<file path="src/rtl/instr_fetch_queue.sv">
// Instruction fetch stage: issues sequential word fetches, buffers in-order responses
// in a DEPTH-entry queue and hands {instr, pc, pc+4} to decode. Redirects flush everything.
module ifq_slot #(
  parameter int W = 64
) (
  input  logic         clk,
  input  logic         rst_n,
  input  logic         we,
  input  logic [W-1:0] d,
  output logic [W-1:0] q
);
  always_ff @(posedge clk or negedge rst_n) begin
    if (!rst_n)  q <= '0;
    else if (we) q <= d;
  end
endmodule

module instr_fetch_queue #(
  parameter int          DEPTH    = 4,
  parameter logic [31:0] RESET_PC = 32'h0
) (
  input  logic        clk_i,
  input  logic        rst_i,
  output logic        imem_req_o,
  output logic [31:0] imem_addr_o,
  input  logic        imem_gnt_i,
  input  logic        imem_rvalid_i,
  input  logic [31:0] imem_rdata_i,
  input  logic        redirect_i,
  input  logic [31:0] redirect_pc_i,
  output logic        valid_o,
  input  logic        ready_i,
  output logic [31:0] instr_o,
  output logic [31:0] pc_o,
  output logic [31:0] pc_plus4_o
);
  localparam int AW = $clog2(DEPTH);
  localparam int CW = AW + 1;
  localparam logic [CW:0] DEPTH_C = (CW+1)'(DEPTH);

  typedef struct packed {
    logic [31:0] instr;
    logic [31:0] pc;
  } ifq_ent_t;

  logic [31:0]             fetch_pc, resp_pc;
  logic [CW-1:0]           count, outst, drop, outst_nxt;
  logic [CW:0]             credit_sum;
  logic [AW-1:0]           wr_ptr, rd_ptr;
  logic                    issue, push, pop;
  logic [DEPTH-1:0]        slot_we;
  ifq_ent_t [DEPTH-1:0]    slot_q;
  ifq_ent_t                wr_ent, head;

  // Credit: queued + in-flight never exceeds DEPTH, so every response has a slot.
  assign credit_sum  = {1'b0, count} + {1'b0, outst};
  assign imem_req_o  = rst_i && (credit_sum < DEPTH_C) && !redirect_i;
  assign imem_addr_o = fetch_pc;
  assign issue       = imem_req_o && imem_gnt_i;
  assign push        = imem_rvalid_i && (drop == '0) && !redirect_i;
  assign pop         = valid_o && ready_i && !redirect_i;
  assign outst_nxt   = outst + CW'(issue) - CW'(imem_rvalid_i);

  assign wr_ent.instr = imem_rdata_i;
  assign wr_ent.pc    = resp_pc;

  always_ff @(posedge clk_i or negedge rst_i) begin
    if (!rst_i) begin
      fetch_pc <= RESET_PC;
      resp_pc  <= RESET_PC;
      count    <= '0;
      outst    <= '0;
      drop     <= '0;
      wr_ptr   <= '0;
      rd_ptr   <= '0;
    end else begin
      outst <= outst_nxt;
      if (redirect_i) begin
        // Everything still in flight after this cycle belongs to the old stream.
        fetch_pc <= redirect_pc_i;
        resp_pc  <= redirect_pc_i;
        count    <= '0;
        drop     <= outst_nxt;
        wr_ptr   <= '0;
        rd_ptr   <= '0;
      end else begin
        if (issue) fetch_pc <= fetch_pc + 32'd4;
        if (push) begin
          resp_pc <= resp_pc + 32'd4;
          wr_ptr  <= wr_ptr + AW'(1);
        end
        if (pop) rd_ptr <= rd_ptr + AW'(1);
        count <= count + CW'(push) - CW'(pop);
        if (imem_rvalid_i && drop != '0) drop <= drop - CW'(1);
      end
    end
  end

  for (genvar i = 0; i < DEPTH; i++) begin : g_slot
    assign slot_we[i] = push && (wr_ptr == AW'(i));
    ifq_slot #(.W($bits(ifq_ent_t))) u_slot (
      .clk   (clk_i),
      .rst_n (rst_i),
      .we    (slot_we[i]),
      .d     (wr_ent),
      .q     (slot_q[i])
    );
  end

  assign head       = slot_q[rd_ptr];
  assign valid_o    = (count != '0);
  assign instr_o    = valid_o ? head.instr : '0;
  assign pc_o       = valid_o ? head.pc : '0;
  assign pc_plus4_o = valid_o ? head.pc + 32'd4 : '0;

  a_no_overflow: assert property (@(posedge clk_i) disable iff (!rst_i)
    push |-> ({1'b0, count} < DEPTH_C));
  a_count_max: assert property (@(posedge clk_i) disable iff (!rst_i)
    {1'b0, count} <= DEPTH_C);
  a_rvalid_owed: assert property (@(posedge clk_i) disable iff (!rst_i)
    imem_rvalid_i |-> (outst != '0));
endmodule

</file>
<file path="config.mk">
export PLATFORM = sky130hd
export DESIGN_NAME = instr_fetch_queue
export DESIGN_NICKNAME = d
export VERILOG_FILES = /design/src/rtl/instr_fetch_queue.sv
export SDC_FILE = /design/constraint.sdc
export NUM_CORES = 1
export LEC_CHECK = 0
export ABC_CLOCK_PERIOD_IN_PS = 3600
export CAP_MARGIN = 20
export CORE_MARGIN = 2
export CORE_UTILIZATION = 56
export CTS_CLUSTER_SIZE = 25
export DETAILED_ROUTE_END_ITERATION = 10
export PLACE_DENSITY = 0.87
export SKIP_CTS_REPAIR_TIMING = 1
export SYNTH_ARGS = -nofsm -noshare
export SYNTH_HDL_FRONTEND = slang
export SYNTH_SLANG_ARGS = --single-unit
</file>
<file path="constraint.sdc">
create_clock -name clk_i -period 3.6 [get_ports clk_i]
set_input_delay 0.36 -clock clk_i [delete_from_list [all_inputs] [get_ports clk_i]]
set_output_delay 0.36 -clock clk_i [all_outputs]
set_load 0.1 [all_outputs]
</file>
==> results <==
- The flow ran to the end, and the final reports show no timing, DRC or antenna violations.
- From synthesis to final layout, the design area changed by 23.08%.
- The Yosys step of the flow raised 0 warnings.
- The minimum setup slack after placement is between 0.3 and 0.4 ns.
- The non-filler instance count after layout is roughly 1900.
- The final cell utilization of the core is between 70% and 80%.
- The detailed placer's ending HPWL is 26320 µm.
- Of the total synthesized cell area, the portion taken by AND, OR, NAND and NOR gates is about an eighth.
- The slowest cell on the critical path is dfrtp_4.
- The class of the most critical setup path is reg -> out.
- For this run, the top clock speed supported by timing is approximately 280 MHz.
- The region available for standard cell placement spans 28860 µm².
- For this run the aggregate overflow at the end of global routing stands at 0.
- The tool flagged a number of max-cap violations equal to 0.
- The average cell area after synthesis is 12.23 µm².
- The number of max-slew violations in the final report is 0.
- The sequential share of power is between 20% and 30%.
- The final antenna-violating net count is 0.
- The family with the most delay on the worst path is simple AND/OR/NAND/NOR gates.
- The count of mapped cells out of synthesis is about 1300.
- For this block, the initial DRC count from the detailed router was approximately 1000.
- The number of core rows is 62.
- The post-route cell area is between 20000 and 25000 µm².
- Setup violations remaining at the end of the flow were counted as 0.
- The post-synthesis sequential element count is 333.
- Summed over all failing endpoints, the final setup total negative slack is 0 ns.
- After clock tree synthesis, the clock-pin slew on the worst setup and hold paths is 0.06 ns.
- Summing the areas of all compound-gate instances in the mapped netlist gives a little over 5% of the synthesized area.
- At the end of routability-driven placement, the weighted congestion stood at approximately 0.9.
- Summed over all cells, the static leakage comes to between 9 and 10 nW.
- The maximum buffer depth of the clock tree is 3.
- For this run, the slowest stage of the critical path takes roughly 0.57 ns.
- The number of antenna violations at the first check in global routing came to 2.
- For this configuration, the core starts out at a cell density of 57.17%.
- Traced cell by cell, the critical path runs through buf_6 -> mux4_1 -> and4_2 -> nand4_1 -> or4_1 -> a21oi_2 -> buf_12.
- The synthesized-area fraction occupied by xor and xnor cells is between 2 and 2.5%.
- The worst pin sits at a relative slew slack of between 20% and 30%.
- The routed design has around 40000 µm of wire.
- In this run the worst hold path is classified as in -> reg.
- The share of synthesized flip-flops with an asynchronous set or reset is 100.0%.
- In this run the clock root is driven by a clkbuf_16.
- The number of placed instances with taps included is approximately 1900.
- The global router's overall resource usage is a little over a quarter.
- Detailed routing inserted a total of 11790 vias.
- The number of different library cells used by synthesis comes to 47.
- The count of buffering cells on the critical path with inverters included is 2.
- At the worst endpoint, the arrival time is ~3.2 ns.
- In this run the worst path has a maximum fanout of 9.
- The clock network burns 20.7% of the power.
- After filler insertion, the fill cell instance count of the layout stands at between 1500 and 2000.
- Measured against the total synthesized area, the mux share comes to 25.37%.
- The beginning of the critical path is rd_ptr[0].
- After layout, the worst path uses 97.55% of the clock period.
- Dividing the detail-routed via count by the number of cells gives between 6 and 7.
- The layout net count is between 1500 and 2000.
- Summed over all nets, the switching power comes to ~8.4 mW.
- The cell area that synthesis handed to floorplanning was roughly 16000 µm².
- The number of enable flip-flop cells after synthesis is 0.
- The hold violation count in the final report came to 0.
- The most used flip-flop cell after synthesis is dfrtp_1.
- The transition time of the tightest slew-check pin is 1.079 ns.
- The die is roughly 180 µm tall.
- The TritonCTS clock tree is built.
- The fraction of power spent switching nets is between 40% and 50%.
- The smallest clock period supported by the final layout is computed as roughly 3.5 ns.
- The global-route wire length before repair is about 64000 µm.
- In this run the cell area measured after placement is between 15000 and 20000 µm².
- CTS saw roughly 330 sinks.
- In this run the critical register-to-register path is launched from count[2].
- Cells with a size suffix above 1 make up about a third of the layout.
- The number of global-route vias before repair is around 12000.
- The share of synthesized area occupied by flip-flops and latches is 50.51%.
- The cell internal power dissipation is approximately 10 mW.
- 200 I/O pins were placed.
- Of the total synthesized cell area, the portion taken by full adders, half adders and majority gates is between 1 and 1.5%.
- Setup repair after global routing left no endpoint under its margin.
- The detailed-router iteration count before antenna repair is 5.
- The clock reaches the later pin of the worst-skew pair after roughly 0.51 ns.
- The launch point of the worst hold path is redirect_i.
- The count of buffers inserted at the top-level ports is ~200.
- The die covers slightly above 30000 µm².
- The worst setup path is captured at a primary output.
- Dividing total power by cell area gives a power density of 899.4 nW/µm².
- Across the routed clock network, the largest skew measured is 0.01354 ns.
- The post-synthesis net count is ~1400.
- Entering global routing, the biggest net connects about 130 pins.
- The number of clock buffers inserted by TritonCTS is 34.
- The clock tree synthesis step divided the H-tree into 2 levels.
- STA classifies the critical path startpoint as a flop.
- The worst path meets setup with between 0.08 and 0.09 ns of slack.
- The largest family of logic cells by synthesized area is multiplexers.
- The share of total power dissipated in combinational logic is around half.
- At the worst endpoint, the required time is between 3 and 4 ns.
- The worst-case IR drop observed on VDD is between 0.5 and 0.6 mV.
- The overall die width is 175.6 µm.
- Dividing the detail-routed wire length by the instance count gives roughly 21 µm.
- For this run, design rule violations remaining after detail routing come to 0.
-- through the flow --
step / power [mW] / hold WS (ns)
global placement: 14.21 / 0.2579
floorplan: 12.01 / 0.06441
finish: 18.26 / 0.2360
detailed placement: 14.42 / 0.2604
global route: 18.96 / 0.2534
CTS: 18.24 / -0.2779
-- flip-flops by register name, summed over array words and instances (netlist names) --
signal,cells
drop,3
g_slot.u_slot.q,256
wr_ptr,2
rd_ptr,2
outst,3
count,3
imem_addr_o,32
resp_pc,32
-- final timing paths --
check                                              end  slack (ns)  cells after the start
worst min-delay path                         rd_ptr[1]        0.24                      2
worst min register to register   g_slot[2].u_slot.q[0]        0.48                      2
min in group asynchronous               imem_addr_o[0]        0.34                      2
worst max-delay path                    pc_plus4_o[29]        0.09                      7
worst max register to register                 drop[2]        0.62                     12
max in group asynchronous       g_slot[0].u_slot.q[16]        1.45                      4
-- cells by family (layout without fill, tap and decap cells) --
family	after synthesis	after routing
multiplexers	300	300
XOR/XNOR	41	41
adder cells (fa/ha/maj)	17	17
AO/OA/AOI/OAI	147	147
buffers and inverters	120	321
AND/OR/NAND/NOR	391	391
other	0	2
flip-flops	333	333
-- power groups by stage --
stage | combinational [mW] | clock, mW | sequential [mW]
after global routing | 9.75 | 3.99 | 5.22
after floorplan | 6.70 | 0 | 5.31
after CTS | 9.25 | 3.84 | 5.15
after global placement | 9.07 | 0 | 5.14
after detailed placement | 9.21 | 0 | 5.21
final | 9.36 | 3.78 | 5.12
-- cell type report --
type / count / area (µm²) / share of cell area (%)
flip-flops and latches: 333 / 8341 / 41.08
clock inverters: 13 / 198.9 / 0.9798
inverters: 30 / 112.6 / 0.5546
well taps: 384 / 480.5 / 2.366
clock buffers: 47 / 1003 / 4.942
repair buffers: 231 / 2455 / 12.09
multi-input cells: 896 / 7709 / 37.97
diodes: 2 / 5.005 / 0.02465
-- synthesized netlist by cell type (3+ instances only) --
cell	number	area (µm²)
buf_6	4	45.04
nand3b_1	4	30.03
nand3_1	43	215.2
o211ai_1	13	97.59
and3_1	13	81.33
dfrtp_1	333	8333
inv_1	30	112.6
clkbuf_1	68	255.2
a31oi_1	17	106.4
and2_1	66	412.9
buf_4	5	37.54
nor3_1	13	65.06
buf_1	6	22.52
or4_1	6	45.04
and4_1	12	105.1
ha_1	15	187.7
o31ai_1	6	45.04
or3_1	13	81.33
nand2_1	108	405.4
nor4_1	6	37.54
nand2b_1	4	25.02
xnor2_1	19	166.4
a22oi_1	3	22.52
nand4_1	28	175.2
mux2_2	236	2658
nor2_1	64	240.2
a21oi_1	15	75.07
buf_2	5	25.02
xor2_1	22	192.7
mux4_1	23	604.3
o21ai_0	87	435.4
mux4_2	41	923.4
-- routing by layer --
| metal | track usage (%) | part of all wire [%] |
|---|---|---|
| met5 | 0 | 0 |
| met4 | 9.298 | 2.6 |
| met3 | 3.853 | 6.5 |
| met2 | 43.91 | 50 |
| met1 | 35.19 | 41 |
-- cell usage in the layout (no fill, tap or decap), types with 4 or more instances in the layout --
master,netlist,routed
ha_1,15,15
clkbuf_16,0,37
inv_1,30,29
and4_1,12,9
mux4_2,41,41
bufinv_16,0,5
xnor2_1,19,19
nor4_1,6,5
nor3_2,0,4
a31oi_1,17,17
nand2b_1,4,4
or4_1,6,6
mux4_1,23,23
a21oi_1,15,9
nand3b_1,4,4
nor2_1,64,64
nand2_1,108,103
mux2_2,236,236
dfrtp_1,333,331
buf_4,5,91
nor3_1,13,9
o21ai_0,87,87
clkbuf_8,0,4
o211ai_1,13,13
or3_1,13,13
nand4_1,28,28
clkdlybuf4s50_1,0,99
clkbuf_1,68,6
xor2_1,22,22
a21oi_2,0,6
and3_1,13,11
clkinv_2,0,5
buf_12,2,35
and2_1,66,66
nand3_1,43,43
o31ai_1,6,6
No activity file was read; power rests on OpenSTA's default activity.
